`config.mk`:
```
export PLATFORM = sky130hd
export DESIGN_NAME = sdram_mem_tester
export DESIGN_NICKNAME = d
export VERILOG_FILES = /design/src/rtl/sdram_pkg.sv /design/src/rtl/sdram_tester_watchdog.sv /design/src/rtl/sdram_mem_tester.sv
export SDC_FILE = /design/constraint.sdc
export NUM_CORES = 1
export LEC_CHECK = 0
export ABC_AREA = 0
export ABC_CLOCK_PERIOD_IN_PS = 9300
export CORE_MARGIN = 2
export CORE_UTILIZATION = 47
export CTS_CLUSTER_SIZE = 12
export DETAILED_ROUTE_END_ITERATION = 16
export PLACE_DENSITY = 0.77
export SYNTH_ARGS = -nofsm -noshare
export SYNTH_HDL_FRONTEND = slang
export SYNTH_SLANG_ARGS = --single-unit
export TNS_END_PERCENT = 5
```
`constraint.sdc`:
```
create_clock -name clk -period 9.3 [get_ports clk]
set_clock_uncertainty 0.2 [all_clocks]
set_input_delay 2.79 -clock clk [delete_from_list [all_inputs] [get_ports clk]]
set_output_delay 2.79 -clock clk [all_outputs]
set_load 0.03 [all_outputs]
```
`src/rtl/sdram_pkg.sv`:
```
// Shared definitions for the SDRAM self-test master: default widths,
// tester state encoding and the address-derived test pattern.
package sdram_pkg;

    localparam int SDRAM_ADDR_WIDTH = 25;
    localparam int SDRAM_DATA_WIDTH = 16;
    localparam int PAT_W            = 64;

    typedef enum logic [2:0] {
        ST_IDLE      = 3'd0,
        ST_WRITE     = 3'd1,
        ST_READ_ADDR = 3'd2,
        ST_READ_DATA = 3'd3,
        ST_DONE      = 3'd4
    } tester_state_e;

    // Callers truncate the result to their data width, so only the low
    // address bits end up in the pattern.
    function automatic logic [PAT_W-1:0] sdram_pattern(input logic [PAT_W-1:0] addr,
                                                       input logic [PAT_W-1:0] seed);
        return addr ^ seed;
    endfunction

endpackage

```
`src/rtl/sdram_tester_watchdog.sv`:
```
// Handshake watchdog: counts wait cycles and pulses expire on the
// TIMEOUT-th consecutive cycle without progress.
module sdram_tester_watchdog #(
    parameter int TIMEOUT = 1024
) (
    input  logic clk,
    input  logic reset,
    input  logic clear,
    input  logic enable,
    output logic expire
);

    localparam int CW = $clog2(TIMEOUT);

    logic [CW-1:0] wd_cnt_q;

    assign expire = enable && (wd_cnt_q == CW'(TIMEOUT - 1));

    always_ff @(posedge clk or posedge reset) begin
        if (reset) begin
            wd_cnt_q <= '0;
        end else if (clear || expire) begin
            wd_cnt_q <= '0;
        end else if (enable) begin
            wd_cnt_q <= wd_cnt_q + CW'(1);
        end
    end

endmodule

```
`src/rtl/sdram_mem_tester.sv`:
```
// SDRAM bring-up master: writes an address-derived pattern over a word range,
// reads it back one word at a time and reports mismatches and timeouts.
module sdram_mem_tester
    import sdram_pkg::*;
#(
    parameter int                    ADDR_WIDTH = SDRAM_ADDR_WIDTH,
    parameter int                    DATA_WIDTH = SDRAM_DATA_WIDTH,
    parameter logic [ADDR_WIDTH-1:0] START_ADDR = '0,
    parameter int                    NUM_WORDS  = 1024,
    parameter logic [DATA_WIDTH-1:0] SEED       = 16'hA5A5,
    parameter int                    TIMEOUT    = 1024
) (
    input  logic                  clk,
    input  logic                  reset,
    input  logic                  start,
    output logic                  busy,
    output logic                  done,
    output logic                  pass,
    output logic                  timeout,
    output logic [15:0]           error_count,
    output logic [ADDR_WIDTH-1:0] first_err_addr,
    output logic [DATA_WIDTH-1:0] first_err_data,
    output logic [ADDR_WIDTH-1:0] m_axi_awaddr,
    output logic                  m_axi_awvalid,
    input  logic                  m_axi_awready,
    output logic [DATA_WIDTH-1:0] m_axi_wdata,
    output logic                  m_axi_wvalid,
    input  logic                  m_axi_wready,
    output logic [ADDR_WIDTH-1:0] m_axi_araddr,
    output logic                  m_axi_arvalid,
    input  logic                  m_axi_arready,
    input  logic [DATA_WIDTH-1:0] m_axi_rdata,
    input  logic                  m_axi_rvalid,
    output logic                  m_axi_rready
);

    localparam int             WCW      = $clog2(NUM_WORDS + 1);
    localparam logic [WCW-1:0] LAST_CNT = WCW'(NUM_WORDS - 1);

    tester_state_e         state_q;
    logic [ADDR_WIDTH-1:0] addr_q;
    logic [WCW-1:0]        word_cnt_q;
    logic [15:0]           err_cnt_q;
    logic [ADDR_WIDTH-1:0] ferr_addr_q;
    logic [DATA_WIDTH-1:0] ferr_data_q;
    logic                  timeout_q;

    logic [DATA_WIDTH-1:0] exp_data;
    logic                  wr_hs, ar_hs, r_hs, any_hs, in_test, is_last, wd_expire;

    assign exp_data = DATA_WIDTH'(sdram_pattern(PAT_W'(addr_q), PAT_W'(SEED)));

    // The controller only accepts aw and w together, so both readies must coincide.
    assign wr_hs   = (state_q == ST_WRITE) && m_axi_awready && m_axi_wready;
    assign ar_hs   = (state_q == ST_READ_ADDR) && m_axi_arready;
    assign r_hs    = (state_q == ST_READ_DATA) && m_axi_rvalid;
    assign any_hs  = wr_hs || ar_hs || r_hs;
    assign in_test = (state_q == ST_WRITE) || (state_q == ST_READ_ADDR) ||
                     (state_q == ST_READ_DATA);
    assign is_last = (word_cnt_q == LAST_CNT);

    sdram_tester_watchdog #(.TIMEOUT(TIMEOUT)) u_wd (
        .clk    (clk),
        .reset  (reset),
        .clear  (any_hs || !in_test),
        .enable (in_test && !any_hs),
        .expire (wd_expire)
    );

    always_ff @(posedge clk or posedge reset) begin
        if (reset) begin
            state_q     <= ST_IDLE;
            addr_q      <= '0;
            word_cnt_q  <= '0;
            err_cnt_q   <= '0;
            ferr_addr_q <= '0;
            ferr_data_q <= '0;
            timeout_q   <= 1'b0;
        end else begin
            case (state_q)
                ST_IDLE, ST_DONE: begin
                    if (start) begin
                        state_q     <= ST_WRITE;
                        addr_q      <= START_ADDR;
                        word_cnt_q  <= '0;
                        err_cnt_q   <= '0;
                        ferr_addr_q <= '0;
                        ferr_data_q <= '0;
                        timeout_q   <= 1'b0;
                    end
                end
                ST_WRITE: begin
                    if (wr_hs) begin
                        if (is_last) begin
                            state_q    <= ST_READ_ADDR;
                            addr_q     <= START_ADDR;
                            word_cnt_q <= '0;
                        end else begin
                            addr_q     <= addr_q + ADDR_WIDTH'(1);
                            word_cnt_q <= word_cnt_q + WCW'(1);
                        end
                    end else if (wd_expire) begin
                        timeout_q <= 1'b1;
                        state_q   <= ST_DONE;
                    end
                end
                ST_READ_ADDR: begin
                    if (ar_hs) begin
                        state_q <= ST_READ_DATA;
                    end else if (wd_expire) begin
                        timeout_q <= 1'b1;
                        state_q   <= ST_DONE;
                    end
                end
                ST_READ_DATA: begin
                    if (r_hs) begin
                        if (m_axi_rdata != exp_data) begin
                            if (err_cnt_q != 16'hFFFF) err_cnt_q <= err_cnt_q + 16'd1;
                            if (err_cnt_q == 16'd0) begin
                                ferr_addr_q <= addr_q;
                                ferr_data_q <= m_axi_rdata;
                            end
                        end
                        if (is_last) begin
                            state_q <= ST_DONE;
                        end else begin
                            state_q    <= ST_READ_ADDR;
                            addr_q     <= addr_q + ADDR_WIDTH'(1);
                            word_cnt_q <= word_cnt_q + WCW'(1);
                        end
                    end else if (wd_expire) begin
                        timeout_q <= 1'b1;
                        state_q   <= ST_DONE;
                    end
                end
                default: state_q <= ST_IDLE;
            endcase
        end
    end

    // Payloads are gated to zero outside their phase so idle/reset outputs are all-zero.
    assign busy           = in_test;
    assign done           = (state_q == ST_DONE);
    assign pass           = done && (err_cnt_q == 16'd0) && !timeout_q;
    assign timeout        = timeout_q;
    assign error_count    = err_cnt_q;
    assign first_err_addr = ferr_addr_q;
    assign first_err_data = ferr_data_q;
    assign m_axi_awvalid  = (state_q == ST_WRITE);
    assign m_axi_wvalid   = (state_q == ST_WRITE);
    assign m_axi_awaddr   = m_axi_awvalid ? addr_q : '0;
    assign m_axi_wdata    = m_axi_wvalid ? exp_data : '0;
    assign m_axi_arvalid  = (state_q == ST_READ_ADDR);
    assign m_axi_araddr   = m_axi_arvalid ? addr_q : '0;
    assign m_axi_rready   = (state_q == ST_READ_DATA);

endmodule

```
==> results list <==
- The first global-routing pass estimated 28000 um of wire.
- In the global route stage, met3 resource usage came out at 0.0384.
- Remaining antenna violation count: 0
* Count of vias placed by the detailed router: 5570
- Number of slew-limit violations in the final report: 0
* Design area: 0.00786 sq mm
- Chip Width: 117 um
- Largest net degree at the start of global routing: 71
* Starting density of the core: 0.481
- Net count after synthesis: 726
- After detailed routing, the number of remaining DRC violations is 0.
- Post-CTS Hold Fix Bufs: 0
- The pre-antenna-repair detailed-routing pass consisted of 5 iterations.
- Post-route setup TNS: 0 ns
- Gpl congestion: 0.846
- The worst path meets setup with 2.82 ns of slack.
- In this run the critical register-to-register path is launched from state_q[0].
* Die outline height: 117 um
- Post-CTS setup buffer count: 0
- Clock tree synthesis found a total of 107 sinks.
- Average cell area after synthesis: 8.65 sq um
- The tightest min-delay check is of the reg -> reg type.
- Inserted Clock Buffers: 9
- The die covers 0.0138 sq mm.
* Number of nets at the end of the flow: 829
- Worst Path Max Fanout: 28
- Critical Path End Type: output port
* Worst r2r dst: state_q[2]
- Fill cells in the final layout number 1068.
* Global routing met2 resource utilization: 0.414
- Leakage component of the power: 3.27 nW
* Fraction of post-synthesis cell area in the top cell type by area: 0.443
- Met1 track demand over resource: 0.325
- Of the total synthesized cell area, the portion taken by XOR and XNOR cells is 0.0711.
* Seq/Total Area, Yosys: 0.443
- The top cell types in the final layout, fill and taps aside, are clkdlybuf4s50_1, dfrtp_1, nand3_1.
- In this run, placement finished with an instance count of 962.
- Standard cell core area: 0.0126 sq mm
- Counting instances, the worst hold path has a depth of 2.
- Final-report setup violation count: 0
- Latest clock arrival within the worst-skew pair: 0.34 ns
- Maximum clock insertion buffer count: 2
* F_max: 0.154 GHz
* Diode insertion count for antenna repair: 0
- After synthesis, the share of cell area in mux cells is 0.00497.
- I/O Buffers: 153
* Worst setup SP type: register
- After technology mapping, the gate count stands at 698.
- Standard cell area after detailed placement: 0.00749 sq mm
* Crit path buf inv count: 1
- Number of H-tree branching levels: 3
- Result of the run: finished clean
* Slew HR: 0.127
- Area fraction in compound gates after synthesis: 0.0992
* Crit path largest cell delay: 0.90 ns
* Boundary Pins: 154
- Share of the clock period used by the worst path after layout: 0.697
- After detailed routing, the average wire length per cell comes to 17.8 um.
- First DRT Iteration DRCs: 562
- Walking the worst path, the cells encountered are nor2b_2 -> nand2_1 -> nor2_1 -> clkdlybuf4s50_1.
- Power Density: 172 mW/mm^2
* Wire length reported by the detailed router: 17400 um
- Initial antenna violation count: 0
* Adder-cell area share of the yosys netlist: 0.0104
- Netlist area before placement: 0.00604 sq mm
* Synth warn: 0
- The floorplan has 41 rows.
- Register-to-register setup slack: 6.06 ns
* Number of flops mapped to enable cells by yosys: 0
* Root buffer cell: clkbuf_16
* Total routing usage reported by global routing: 0.252
* Relative area change from synthesis to final layout: 30.1%
- Highest-delay cell along the critical path: nor2b_2
- CTS tree: built
- Yosys mapped the design onto 55 distinct sky130hd cell types.
- On the critical path the largest part of the delay comes from simple AND/OR/NAND/NOR gates.
- Global route hottest layer: met2
- Of the total synthesized cell area, the portion taken by AND, OR, NAND and NOR gates is 0.306.
* Worst-margin pin slew: 1.30 ns
* Ys flop type: dfrtp_1
- The setup path with the least slack is of type reg -> out.
* End point of the worst hold path: first_err_data[0]
* Clock slew at the register clock pins of the worst setup and hold paths: 0.07 ns
* Cells taking the most area after synthesis: dfrtp_1, nand3_1, o21ai_0
* Beginning of the worst hold path: first_err_data[0]
- Commonest non-fill, non-tap cell in the layout: clkdlybuf4s50_1
* Worst setup slack before clock tree synthesis: 3.30 ns
- Number of hold violations in the final report: 0
- Arrival time at the worst endpoint: 3.49 ns
- Half-perimeter wire length after detailed placement: 12100 um
- For this run, asynchronously set or reset flops after synthesis account for 1.00.
* Unrepaired setup endpoints after global routing: false
- Of all cell types, the one taking the most synthesized area is dfrtp_1.
* Non-filler cells, final: 977
* Number of cell instances on the worst register-to-register path: 5
- Max-cap violations in this run came to 0.
- Share of cells above drive strength 1: 0.0497
- Dominant combinational cell family by area after synthesis: simple AND/OR/NAND/NOR gates
* Overflow after GRT: 0
* Worst voltage drop across the vdd grid: 90.3 uV
* Vias in the first global route: 5357
- At the worst endpoint, the required time is 6.31 ns.
* DR vias/cell: 5.70
- Final Critical Period: 6.48 ns
- The tightest hold path in the finished design has a slack of 0.300 ns.
* Total of flip-flops plus latches after synthesis: 107
* Cells resized by post-CTS repair: 0
[registers in the layout (all words and copies together) (netlist names)]
register	cells
addr_q	25
state_q	3
error_count	16
first_err_addr	25
timeout	1
u_wd.wd_cnt_q	10
first_err_data	16
word_cnt_q	11
[final cells by class]
cell class	count	area [sq um]	area share
Multi-Input combinational cell	514	2990	0.381
Sequential cell	107	2680	0.341
Timing Repair Buffer	157	1560	0.199
Clock buffer	10	239	0.0304
Tap cell	172	215	0.0274
Clock inverter	5	125	0.0159
Inverter	12	47.5	0.00605
[tightest hold or removal path, cell delays in order (launching register included)]
cell and delay (ns):
dfrtp_1 0.34, nand3_1 0.06, o21ai_0 0.06
[routing by layer]
metal  up-vias  part of all wire
li1       2625                 -
met1      2674              0.41
met2       226              0.49
met3        45             0.060
met4         0             0.036
met5         -                 0
[through the flow]
step / utilization / power, mW
floorplan: - / 0.775
global route: 0.625 / 1.41
detailed placement: 0.596 / 0.893
CTS: 0.625 / 1.36
finish: 0.625 / 1.35
global placement: 0.596 / 0.883
[how the worst max path moves through the flow]
| stage | startpoint | to | slack [ns] | cells after the start |
|---|---|---|---|---|
| after floorplan | reset | addr_q[0] | 3.49 | 1 |
| after global placement | state_q[0] | m_axi_wdata[10] | 3.39 | 4 |
| after detailed placement | state_q[0] | m_axi_wdata[10] | 3.30 | 4 |
| after CTS | state_q[0] | m_axi_wdata[10] | 2.90 | 4 |
| after global routing | state_q[0] | m_axi_awvalid | 2.66 | 4 |
| final | state_q[0] | m_axi_wdata[0] | 2.82 | 4 |
[where the power goes]
part	total [mW]	internal, mW	switching [mW]
clock network	0.466	0.296	0.170
registers	0.558	0.502	0.0562
logic	0.330	0.119	0.211
[Yosys cell counts (2+ instances only)]
master	number
dfrtp_1	107
nand3_1	73
nand2_1	72
o21ai_0	62
nor2_1	61
and3_1	38
clkbuf_1	27
and2_1	26
xor2_1	26
xnor2_1	23
buf_2	18
a21oi_1	17
nand4_1	16
nor4_1	15
buf_4	14
or3_1	14
inv_1	11
nor3_1	11
ha_1	5
nand2b_1	5
o31ai_1	5
and4_1	4
buf_6	4
nor4b_1	4
a31o_2	3
mux2i_1	3
nor2b_1	3
or4_1	3
o31a_1	2
[logic make-up (layout without fill, tap and decap cells)]
| group | after synthesis | in the layout |
|---|---|---|
| adder cells (fa/ha/maj) | 5 | 5 |
| AND/OR/NAND/NOR | 355 | 355 |
| multiplexers | 3 | 3 |
| buffers and inverters | 77 | 184 |
| AO/OA/AOI/OAI | 102 | 102 |
| flip-flops | 107 | 107 |
| XOR/XNOR | 49 | 49 |
No activity file was read; power rests on OpenSTA's default activity.
